### src/rtl/csi_rx_pkg.sv
// Shared CSI RX definitions: default deskew geometry and a width helper.
// Latency: n/a (package only).
// Backpressure: n/a (package only).
package csi_rx_pkg;

  localparam int DESKEW_MAX_DLY_DEF = 7;
  localparam int DESKEW_D_WIDTH_DEF = 8;

  // Ceiling log2, usable in parameter expressions; clog2(1) = 0.
  function automatic int clog2(input int value);
    int r;
    r = 0;
    for (int i = 0; i < 31; i++) begin
      if ((1 << i) < value) r = i + 1;
    end
    return r;
  endfunction

endpackage

### src/rtl/lane_deskew_dly_lane.sv
// One deskew lane: MAX_DLY-deep data/valid chain, tap mux and output register.
// Latency: 1 + dly enabled cycles from i_d/i_vld to o_q/o_vld.
// Backpressure: none; en=0 freezes every stage and the output register.
module deskew_lane
  import csi_rx_pkg::*;
#(
  parameter  int D_WIDTH = DESKEW_D_WIDTH_DEF,
  parameter  int MAX_DLY = DESKEW_MAX_DLY_DEF,
  localparam int DLY_W   = clog2(MAX_DLY + 1)
) (
  input  logic               i_clk,
  input  logic               i_arst,
  input  logic               en,
  input  logic               clr,
  input  logic [DLY_W-1:0]   dly,
  input  logic               vld_mask,
  input  logic [D_WIDTH-1:0] i_d,
  input  logic               i_vld,
  output logic [D_WIDTH-1:0] o_q,
  output logic               o_vld
);

  logic [D_WIDTH-1:0] stg_d_q [MAX_DLY];
  logic               stg_v_q [MAX_DLY];
  logic [D_WIDTH-1:0] out_d_q;
  logic               out_v_q;
  logic [D_WIDTH-1:0] tap_d;
  logic               tap_v;

  // Tap select: dly=0 bypasses the chain, dly=k takes stage k-1.
  always_comb begin
    tap_d = i_d;
    tap_v = i_vld;
    for (int k = 1; k <= MAX_DLY; k++) begin
      if (dly == DLY_W'(k)) begin
        tap_d = stg_d_q[k-1];
        tap_v = stg_v_q[k-1];
      end
    end
  end

  // Chain shifts every enabled cycle regardless of valid; clear discards the current input too.
  always_ff @(posedge i_clk or posedge i_arst) begin
    if (i_arst) begin
      for (int k = 0; k < MAX_DLY; k++) begin
        stg_d_q[k] <= '0;
        stg_v_q[k] <= 1'b0;
      end
      out_d_q <= '0;
      out_v_q <= 1'b0;
    end else if (en) begin
      if (clr) begin
        for (int k = 0; k < MAX_DLY; k++) begin
          stg_d_q[k] <= '0;
          stg_v_q[k] <= 1'b0;
        end
        out_d_q <= '0;
        out_v_q <= 1'b0;
      end else begin
        stg_d_q[0] <= i_d;
        stg_v_q[0] <= i_vld;
        for (int k = 1; k < MAX_DLY; k++) begin
          stg_d_q[k] <= stg_d_q[k-1];
          stg_v_q[k] <= stg_v_q[k-1];
        end
        out_d_q <= tap_d;
        out_v_q <= tap_v & vld_mask;
      end
    end
  end

  assign o_q   = out_d_q;
  assign o_vld = out_v_q;

endmodule

### src/rtl/lane_deskew_dly.sv
// Multi-lane programmable deskew delay line with stall, clear, readback and post-write flush.
// Latency: 1 + o_dly[n] enabled cycles per lane; o_vld masked while o_busy after a delay write.
// Backpressure: none; i_en=0 is a global stall that freezes all state and samples nothing.
module lane_deskew_dly
  import csi_rx_pkg::*;
#(
  parameter  int D_WIDTH = DESKEW_D_WIDTH_DEF,
  parameter  int LANES   = 4,
  parameter  int MAX_DLY = DESKEW_MAX_DLY_DEF,
  localparam int DLY_W   = clog2(MAX_DLY + 1)
) (
  input  logic                     i_arst,
  input  logic                     i_clk,
  input  logic                     i_en,
  input  logic                     i_clr,
  input  logic                     i_dly_wr,
  input  logic [LANES*DLY_W-1:0]   i_dly,
  input  logic [LANES-1:0]         i_vld,
  input  logic [LANES*D_WIDTH-1:0] i_d,
  output logic [LANES-1:0]         o_vld,
  output logic [LANES*D_WIDTH-1:0] o_q,
  output logic [LANES*DLY_W-1:0]   o_dly,
  output logic                     o_busy
);

  // Counter must hold MAX_DLY+1 so the flush outlasts the deepest tap plus the output register.
  localparam int                 CNT_W      = clog2(MAX_DLY + 2);
  localparam logic [CNT_W-1:0]   FLUSH_LOAD = CNT_W'(MAX_DLY + 1);
  localparam logic [DLY_W-1:0]   MAX_FLD    = DLY_W'(MAX_DLY);
  localparam logic [DLY_W:0]     MAX_CMP    = (DLY_W + 1)'(MAX_DLY);

  logic [LANES*DLY_W-1:0] dly_q, dly_d;
  logic [DLY_W-1:0]       fld;
  logic [CNT_W-1:0]       cnt_q, cnt_d;
  logic                   busy_q, busy_d;
  logic                   lane_vld_mask;

  // Saturate each requested delay field to MAX_DLY on a write; otherwise keep the active set.
  always_comb begin
    dly_d = dly_q;
    fld   = '0;
    if (i_dly_wr) begin
      for (int n = 0; n < LANES; n++) begin
        fld = i_dly[n*DLY_W +: DLY_W];
        dly_d[n*DLY_W +: DLY_W] = ({1'b0, fld} > MAX_CMP) ? MAX_FLD : fld;
      end
    end
  end

  // Flush counter next state: clear beats a reload, a reload beats the countdown.
  always_comb begin
    cnt_d = cnt_q;
    if (i_clr) begin
      cnt_d = '0;
    end else if (i_dly_wr) begin
      cnt_d = FLUSH_LOAD;
    end else if (cnt_q != '0) begin
      cnt_d = cnt_q - CNT_W'(1);
    end
    busy_d = (cnt_d != '0);
  end

  // Delay, counter and busy registers advance only on enabled cycles.
  always_ff @(posedge i_clk or posedge i_arst) begin
    if (i_arst) begin
      dly_q  <= '0;
      cnt_q  <= '0;
      busy_q <= 1'b0;
    end else if (i_en) begin
      dly_q  <= dly_d;
      cnt_q  <= cnt_d;
      busy_q <= busy_d;
    end
  end

  // Mask from the next busy value so o_vld is 0 in exactly the cycles o_busy is 1.
  assign lane_vld_mask = ~busy_d;

  for (genvar n = 0; n < LANES; n++) begin : g_lane
    deskew_lane #(
      .D_WIDTH (D_WIDTH),
      .MAX_DLY (MAX_DLY)
    ) u_lane (
      .i_clk    (i_clk),
      .i_arst   (i_arst),
      .en       (i_en),
      .clr      (i_clr),
      .dly      (dly_q[n*DLY_W +: DLY_W]),
      .vld_mask (lane_vld_mask),
      .i_d      (i_d[n*D_WIDTH +: D_WIDTH]),
      .i_vld    (i_vld[n]),
      .o_q      (o_q[n*D_WIDTH +: D_WIDTH]),
      .o_vld    (o_vld[n])
    );
  end

  assign o_dly  = dly_q;
  assign o_busy = busy_q;

endmodule

### config.mk
export PLATFORM = sky130hd
export DESIGN_NAME = lane_deskew_dly
export DESIGN_NICKNAME = d
export VERILOG_FILES = /design/src/rtl/csi_rx_pkg.sv /design/src/rtl/lane_deskew_dly_lane.sv /design/src/rtl/lane_deskew_dly.sv
export SDC_FILE = /design/constraint.sdc
export NUM_CORES = 1
export LEC_CHECK = 0
export ABC_CLOCK_PERIOD_IN_PS = 14900
export CAP_MARGIN = 20
export CORE_MARGIN = 10
export CORE_UTILIZATION = 35
export DETAILED_ROUTE_END_ITERATION = 8
export GPL_TIMING_DRIVEN = 1
export SLEW_MARGIN = 10
export SYNTH_ARGS = -nofsm -noshare
export SYNTH_HDL_FRONTEND = slang
export SYNTH_SLANG_ARGS = --single-unit
export TNS_END_PERCENT = 1
### constraint.sdc
create_clock -name i_clk -period 14.9 [get_ports i_clk]
set_clock_uncertainty 0.1 [all_clocks]
set_input_delay 4.47 -clock i_clk [delete_from_list [all_inputs] [get_ports i_clk]]
set_output_delay 4.47 -clock i_clk [all_outputs]
set_load 0.05 [all_outputs]
==> results of run 1 <==
==> Yosys cell counts (all sizes together) (24+ instances only) <==
library cell / n / area share (%)
dfrtp: 305 / 54
a22o: 152 / 9.4
nand2: 116 / 3.1
o2bb2ai: 103 / 6.4
clkbuf: 78 / 2.1
o21ai: 57 / 2.0
buf: 48 / 1.8
mux2: 39 / 3.1
mux2i: 36 / 2.6
nor2b: 31 / 1.4
inv: 30 / 0.80
o22ai: 30 / 1.3
nor2: 27 / 0.72
a211oi: 26 / 1.4
a221oi: 24 / 1.5
==> sequential cells by signal, indices dropped and copies added (netlist names) <==
signal / flops
cnt_q: 4
g_lane.u_lane.o_q: 32
g_lane.u_lane.o_vld: 4
g_lane.u_lane.stg_d_q: 224
g_lane.u_lane.stg_v_q: 28
o_busy: 1
o_dly: 12
==> path summary, 6_finish.rpt <==
| path | from | end | slack, ns | cells after the start |
|---|---|---|---|---|
| max reg2reg | o_dly[7] | g_lane[2].u_lane.o_q[5] | 12.64 | 5 |
| max | i_en | g_lane[0].u_lane.o_q[7] | 7.72 | 7 |
| min reg2reg | g_lane[2].u_lane.stg_d_q[0] | g_lane[2].u_lane.stg_d_q[0] | 0.38 | 1 |
| min | g_lane[2].u_lane.stg_d_q[0] | g_lane[2].u_lane.stg_d_q[0] | 0.38 | 1 |
| max in group asynchronous | i_arst | g_lane[3].u_lane.stg_d_q[49] | 8.66 | 3 |
| min in group asynchronous | i_arst | o_dly[5] | 4.45 | 2 |
==> metal layers <==
metal / up-vias / global-route usage (%) / share of wire, %
met2: 207 / 22.9 / 46
met3: 45 / 2.99 / 5.1
met4: 4 / 3.29 / 1.5
met5: - / 0 / 0.074
li1: 4757 / - / -
met1: 5366 / 21.1 / 47
==> worst max-delay path: cells and delay by family <==
kind / cells / cell delay, ns
compound gates: 2 / 0.37
simple gates: 2 / 0.71
buf+inv: 3 / 1.88
==> metrics by stage <==
step | utilization, % | power [uW] | hold WS, ns
after floorplan | - | 1200 | 0.350
after global routing | 41.5 | 2260 | 0.393
after global placement | 38.6 | 1330 | 0.363
after CTS | 41.4 | 2190 | 0.384
final | 41.5 | 2160 | 0.381
after detailed placement | 38.6 | 1330 | 0.368
==> cell families (layout without fill, tap and decap cells) <==
logic type / Yosys count / in the layout
fa+ha+maj: 1 / 1
buf+inv: 156 / 211
xor+xnor: 1 / 1
compound gates: 479 / 479
simple gates: 211 / 211
mux: 85 / 85
flops: 305 / 305
==> cell type report <==
type	instances	area [um2]	share of cell area, %
Tap cell	525	657	3.98
Inverter	30	128	0.773
Multi-Input combinational cell	777	5810	35.2
Sequential cell	305	7630	46.2
Clock buffer	56	1070	6.46
Clock inverter	7	60.1	0.364
Timing Repair Buffer	118	1160	7.02
==> power groups by stage <==
stage / clock, uW / sequential [uW] / combinational (uW)
3_3_place_gp: 0 / 929 / 401
5_1_grt: 902 / 922 / 434
3_5_place_dp: 0 / 929 / 404
2_1_floorplan: 0 / 984 / 220
4_1_cts: 867 / 915 / 406
6_report: 843 / 915 / 401
==> impl_metrics.env, run 1 <==
export IMPL_synth_seq_area_share_pct=54.1
export IMPL_internal_power_uw=1530
export IMPL_layout_common_cells="dfrtp_1 (304), a22o_1 (152), nand2_1 (116), o2bb2ai_1 (103), clkdlybuf4s50_1 (99)"
export IMPL_post_route_min_period_ns=7.18
export IMPL_dpl_hpwl_um=20800
export IMPL_synth_ff_type="dfrtp_1"
export IMPL_routed_wl_um=36600
export IMPL_cap_violations=0
export IMPL_drt_drc_violations_left=0
export IMPL_syn_area_per_cell_um2=11.4
export IMPL_max_incr_delay_on_cp_ns=0.78
export IMPL_synth_simple_gate_area_share_pct=6.93
export IMPL_synth_mux_area_share_pct=7.29
export IMPL_start_kind="primary input"
export IMPL_vias=10400
export IMPL_detail_route_vias_per_cell=5.71
export IMPL_critical_path_top_cell_by_count="buf_4"
export IMPL_h_tree_level_count=2
export IMPL_yosysWarningCount=0
export IMPL_switching_share_pct=29.3
export IMPL_drive_gt1_share_pct=10.1
export IMPL_detail_route_iter0_violations=786
export IMPL_fin_nets=1321
export IMPL_critPathRequiredTime_ns=15.24
export IMPL_number_of_antenna_violations_at_the_first_check_in_global_routing=2
export IMPL_path_cells="buf_4 -> and2b_4 -> buf_4 -> buf_4 -> nand3_1 -> o2bb2ai_1 -> a31o_1"
export IMPL_synth_top_family_by_area="compound AO/OA/AOI/OAI gates"
export IMPL_floorplan_die_area_mm2=0.0487
export IMPL_switchingPower_uw=633
export IMPL_final_hold_violations=0
export IMPL_grt_overflow_total=0
export IMPL_cts_setup_buffers=0
export IMPL_cts_buffers_inserted=35
export IMPL_worst_slew_pin_tran_ns=1.13
export IMPL_wl_per_cell_um=20.2
export IMPL_grt_use_total_pct=14.8
export IMPL_die_h_um=221
export IMPL_crit_type="primary input to register"
export IMPL_netlist_instances=1238
export IMPL_arrival_ns=7.52
export IMPL_first_pass_grt_wire_length_um=59600
export IMPL_clock_power_share_pct=39.0
export IMPL_yosys_area_share_xor_xnor_pct=0.0621
export IMPL_initial_core_util_pct=35.4
export IMPL_top_level_ports=102
export IMPL_share_comb_of_total_power_pct=18.6
export IMPL_slowest_stage="buf_4"
export IMPL_cts_buffer_depth=3
export IMPL_totalNegativeSetupSlack_ns=0
export IMPL_place_worst_setup_slack_ns=7.18
export IMPL_end_kind="register"
export IMPL_worst_path_max_fanout=91
export IMPL_worstHoldPathType="register to register"
export IMPL_synth_seq_cells=305
export IMPL_synth_fa_ha_area_share_pct=0.0887
export IMPL_cellPowerDensity_mw_per_mm2=131
export IMPL_period_share_pct=48.2
export IMPL_max_rail_drop_vdd_uv=69.4
export IMPL_seq_power_share_pct=42.4
export IMPL_area_growth_pct=17.1
export IMPL_clock_root_buffer="clkbuf_16"
export IMPL_dr_pass1_iters=5
export IMPL_number_of_enable_flip_flop_cells_after_synthesis=0
export IMPL_worstSkewPairLatency_ns=0.50
export IMPL_postLayoutCellArea_mm2=0.0165
export IMPL_drv_slew=0
export IMPL_port_buffer_count=101
export IMPL_asyncSetResetFlopFracSynth_pct=100
export IMPL_synth_area_mm2=0.0141
export IMPL_post_cts_hold_buffer_count=0
export IMPL_cts_sink_count=305
export IMPL_max_clock_freq_mhz=139
export IMPL_insertedDiodeCount=0
export IMPL_number_of_global_route_vias_before_repair=10400
export IMPL_cts_clk_slew_worst_paths_ns=0.06
export IMPL_synth_compound_gate_area_share_pct=26.8
export IMPL_final_common_cell="dfrtp_1"
export IMPL_num_rows=73
export IMPL_layoutNonFillerInstCount=1818
export IMPL_total_nets_after_synthesis=1292
export IMPL_post_cts_resized=0
export IMPL_postPlaceCellArea_mm2=0.0154
export IMPL_floorplan_die_width_um=221
export IMPL_status="finished clean"
export IMPL_antenna_viol_nets_final=0
export IMPL_maximum_number_of_pins_on_one_net_before_global_route_repair=189
export IMPL_finalSetupViolations=0
export IMPL_relSlewSlack_pct=24.8
export IMPL_grt_setup_unrepaired="no"
export IMPL_tritoncts_clock_tree="yes"
export IMPL_synth_lib_cells_used_distinct=58
export IMPL_final_setup_worst_slack_ns=7.72
export IMPL_p_leak_uw=0.00698
export IMPL_fill_cells=3826
export IMPL_dp_cells=1754
export IMPL_gp_routability_congestion=0.783
export IMPL_core_region_area_mm2=0.0398
(Power assumes the default switching activity.)
==> inputs of run 2 (changes only) <==
--- a/config.mk
+++ b/config.mk
@@ -5,7 +5,7 @@
 export SDC_FILE = /design/constraint.sdc
 export NUM_CORES = 1
 export LEC_CHECK = 0
-export ABC_CLOCK_PERIOD_IN_PS = 14900
+export ABC_CLOCK_PERIOD_IN_PS = 6700
 export CAP_MARGIN = 20
 export CORE_MARGIN = 10
 export CORE_UTILIZATION = 35
==> constraint.sdc (replaced) <==
create_clock -name i_clk -period 6.7 [get_ports i_clk]
set_clock_uncertainty 0.1 [all_clocks]
set_input_delay 2.01 -clock i_clk [delete_from_list [all_inputs] [get_ports i_clk]]
set_output_delay 2.01 -clock i_clk [all_outputs]
set_load 0.05 [all_outputs]
==> impl_metrics.env, run 2 (same netlist as run 1, synthesis figures left out) <==
export IMPL_cts_sink_count=305
export IMPL_drive_gt1_share_pct=10.2
export IMPL_h_tree_level_count=2
export IMPL_antenna_viol_nets_final=0
export IMPL_tritoncts_clock_tree="yes"
export IMPL_max_reg_flops=224
export IMPL_layout_common_cells="dfrtp_1 (304), a22o_1 (152), nand2_1 (116), o2bb2ai_1 (103), clkdlybuf4s50_1 (99)"
export IMPL_crit_buf_inv=2
export IMPL_max_clock_freq_mhz=230
export IMPL_fin_nets=1327
export IMPL_worst_path_max_fanout=68
export IMPL_cap_violations=0
export IMPL_slowest_stage="and2b_4"
export IMPL_cts_buffers_inserted=36
export IMPL_cts_buffer_depth=3
export IMPL_final_common_cell="dfrtp_1"
export IMPL_critical_path_top_cell_by_count="buf_4"
export IMPL_arrival_ns=4.67
export IMPL_gp_routability_congestion=0.785
export IMPL_first_pass_grt_wire_length_um=59000
export IMPL_relSlewSlack_pct=24.0
export IMPL_worstSkewPairLatency_ns=0.52
export IMPL_max_incr_delay_on_cp_ns=0.82
export IMPL_port_buffer_count=101
export IMPL_finalSetupViolations=0
export IMPL_path_cells="buf_4 -> and2b_4 -> buf_4 -> nand3_2 -> o41ai_2"
export IMPL_detail_route_iter0_violations=874
export IMPL_worst_slew_pin_tran_ns=1.14
export IMPL_grt_setup_unrepaired="no"
export IMPL_p_total_uw=4780
export IMPL_num_rows=73
export IMPL_cts_setup_buffers=0
export IMPL_critPathRequiredTime_ns=7.02
export IMPL_status="finished clean"
export IMPL_cellPowerDensity_mw_per_mm2=289
export IMPL_fill_cells=3863
export IMPL_drt_drc_violations_left=0
export IMPL_max_rail_drop_vdd_uv=232
export IMPL_post_cts_hold_buffer_count=0
export IMPL_detail_route_vias_per_cell=5.71
export IMPL_core_region_area_mm2=0.0398
export IMPL_period_share_pct=65.0
export IMPL_crit_family="buffers and inverters"
export IMPL_end_kind="register"
export IMPL_maximum_number_of_pins_on_one_net_before_global_route_repair=184
export IMPL_routed_wl_um=36400
export IMPL_area_growth_pct=17.2
export IMPL_worstHoldPathType="register to register"
export IMPL_floorplan_die_width_um=221
export IMPL_dpl_hpwl_um=21300
export IMPL_post_route_min_period_ns=4.35
export IMPL_insertedDiodeCount=0
export IMPL_wl_per_cell_um=20.0
export IMPL_floorplan_die_area_mm2=0.0487
export IMPL_p_leak_uw=0.00698
export IMPL_post_cts_resized=0
export IMPL_dr_pass1_iters=4
export IMPL_die_h_um=221
export IMPL_start_kind="primary input"
export IMPL_grt_use_total_pct=14.8
export IMPL_final_hold_violations=0
export IMPL_vias=10400
export IMPL_totalNegativeSetupSlack_ns=0
export IMPL_top_level_ports=102
export IMPL_grt_overflow_total=0
export IMPL_number_of_antenna_violations_at_the_first_check_in_global_routing=0
export IMPL_cts_clk_slew_worst_paths_ns=0.06
export IMPL_number_of_global_route_vias_before_repair=10300
export IMPL_clock_root_buffer="clkbuf_16"
export IMPL_initial_core_util_pct=35.4
export IMPL_crit_type="primary input to register"
export IMPL_regMostFlops="g_lane.u_lane.stg_d_q"
export IMPL_drv_slew=0
## run 2: changes by cell type in the layout (fill, tap and decap cells not counted)
cell	delta
buf_4	+5
clkinv_2	-4
clkbuf_8	+2
bufinv_16	-1
clkinvlp_4	+1
inv_8	-1
## run 2: report_power, final
| part | switching (uW) | internal [uW] | total (uW) |
|---|---|---|---|
| registers | 88.0 | 1950 | 2030 |
| clock network | 745 | 1110 | 1850 |
| logic | 573 | 325 | 898 |
## run 2: routing by layer
| layer | vias to the layer above | track usage (%) | part of all wire, % |
|---|---|---|---|
| met5 | - | 0 | 0 |
| met4 | 0 | 4.13 | 2.1 |
| met3 | 55 | 2.68 | 4.9 |
| met2 | 244 | 21.7 | 44 |
| met1 | 5337 | 21.8 | 49 |
| li1 | 4765 | - | - |
## run 2: area by class of cell
class	instances	area, um2	share of cell area [%]
Clock buffer	58	1090	6.62
Multi-Input combinational cell	777	5810	35.2
Inverter	30	124	0.749
Clock inverter	2	10.0	0.0606
Tap cell	525	657	3.97
Sequential cell	305	7630	46.2
Timing Repair Buffer	123	1200	7.24
## run 2: metrics by stage
stage	cells	utilization (%)	setup slack [ns]	hold WS (ns)	instance area, um2
floorplan	1238	-	0.533	0.350	14100
global placement	1760	38.7	1.89	0.364	15400
detailed placement	1760	38.7	1.84	0.368	15400
CTS	1820	41.5	2.39	0.384	16500
global route	1820	41.5	2.19	0.390	16500
finish	1820	41.5	2.35	0.383	16500
## run 2: final timing paths
kind                       slack (ns)  cells after the start                        start                          end
min                              0.38                      1  g_lane[1].u_lane.stg_d_q[5]  g_lane[1].u_lane.stg_d_q[5]
max in group asynchronous        3.38                      3                       i_arst  g_lane[3].u_lane.stg_d_q[1]
min reg2reg                      0.38                      1  g_lane[1].u_lane.stg_d_q[5]  g_lane[1].u_lane.stg_d_q[5]
max reg2reg                      4.36                      5                     o_dly[7]      g_lane[2].u_lane.o_q[5]
min in group asynchronous        1.99                      2                       i_arst  g_lane[1].u_lane.stg_v_q[0]
max                              2.35                      5                         i_en       g_lane[0].u_lane.o_vld
## run 2: worst register-to-register path, stage by stage, from the launching register on
cell and delay [ns]:
dfrtp_1 0.34, buf_4 0.38, nor2b_1 0.84, a221oi_1 0.17, o21ai_0 0.29, a22o_1 0.16
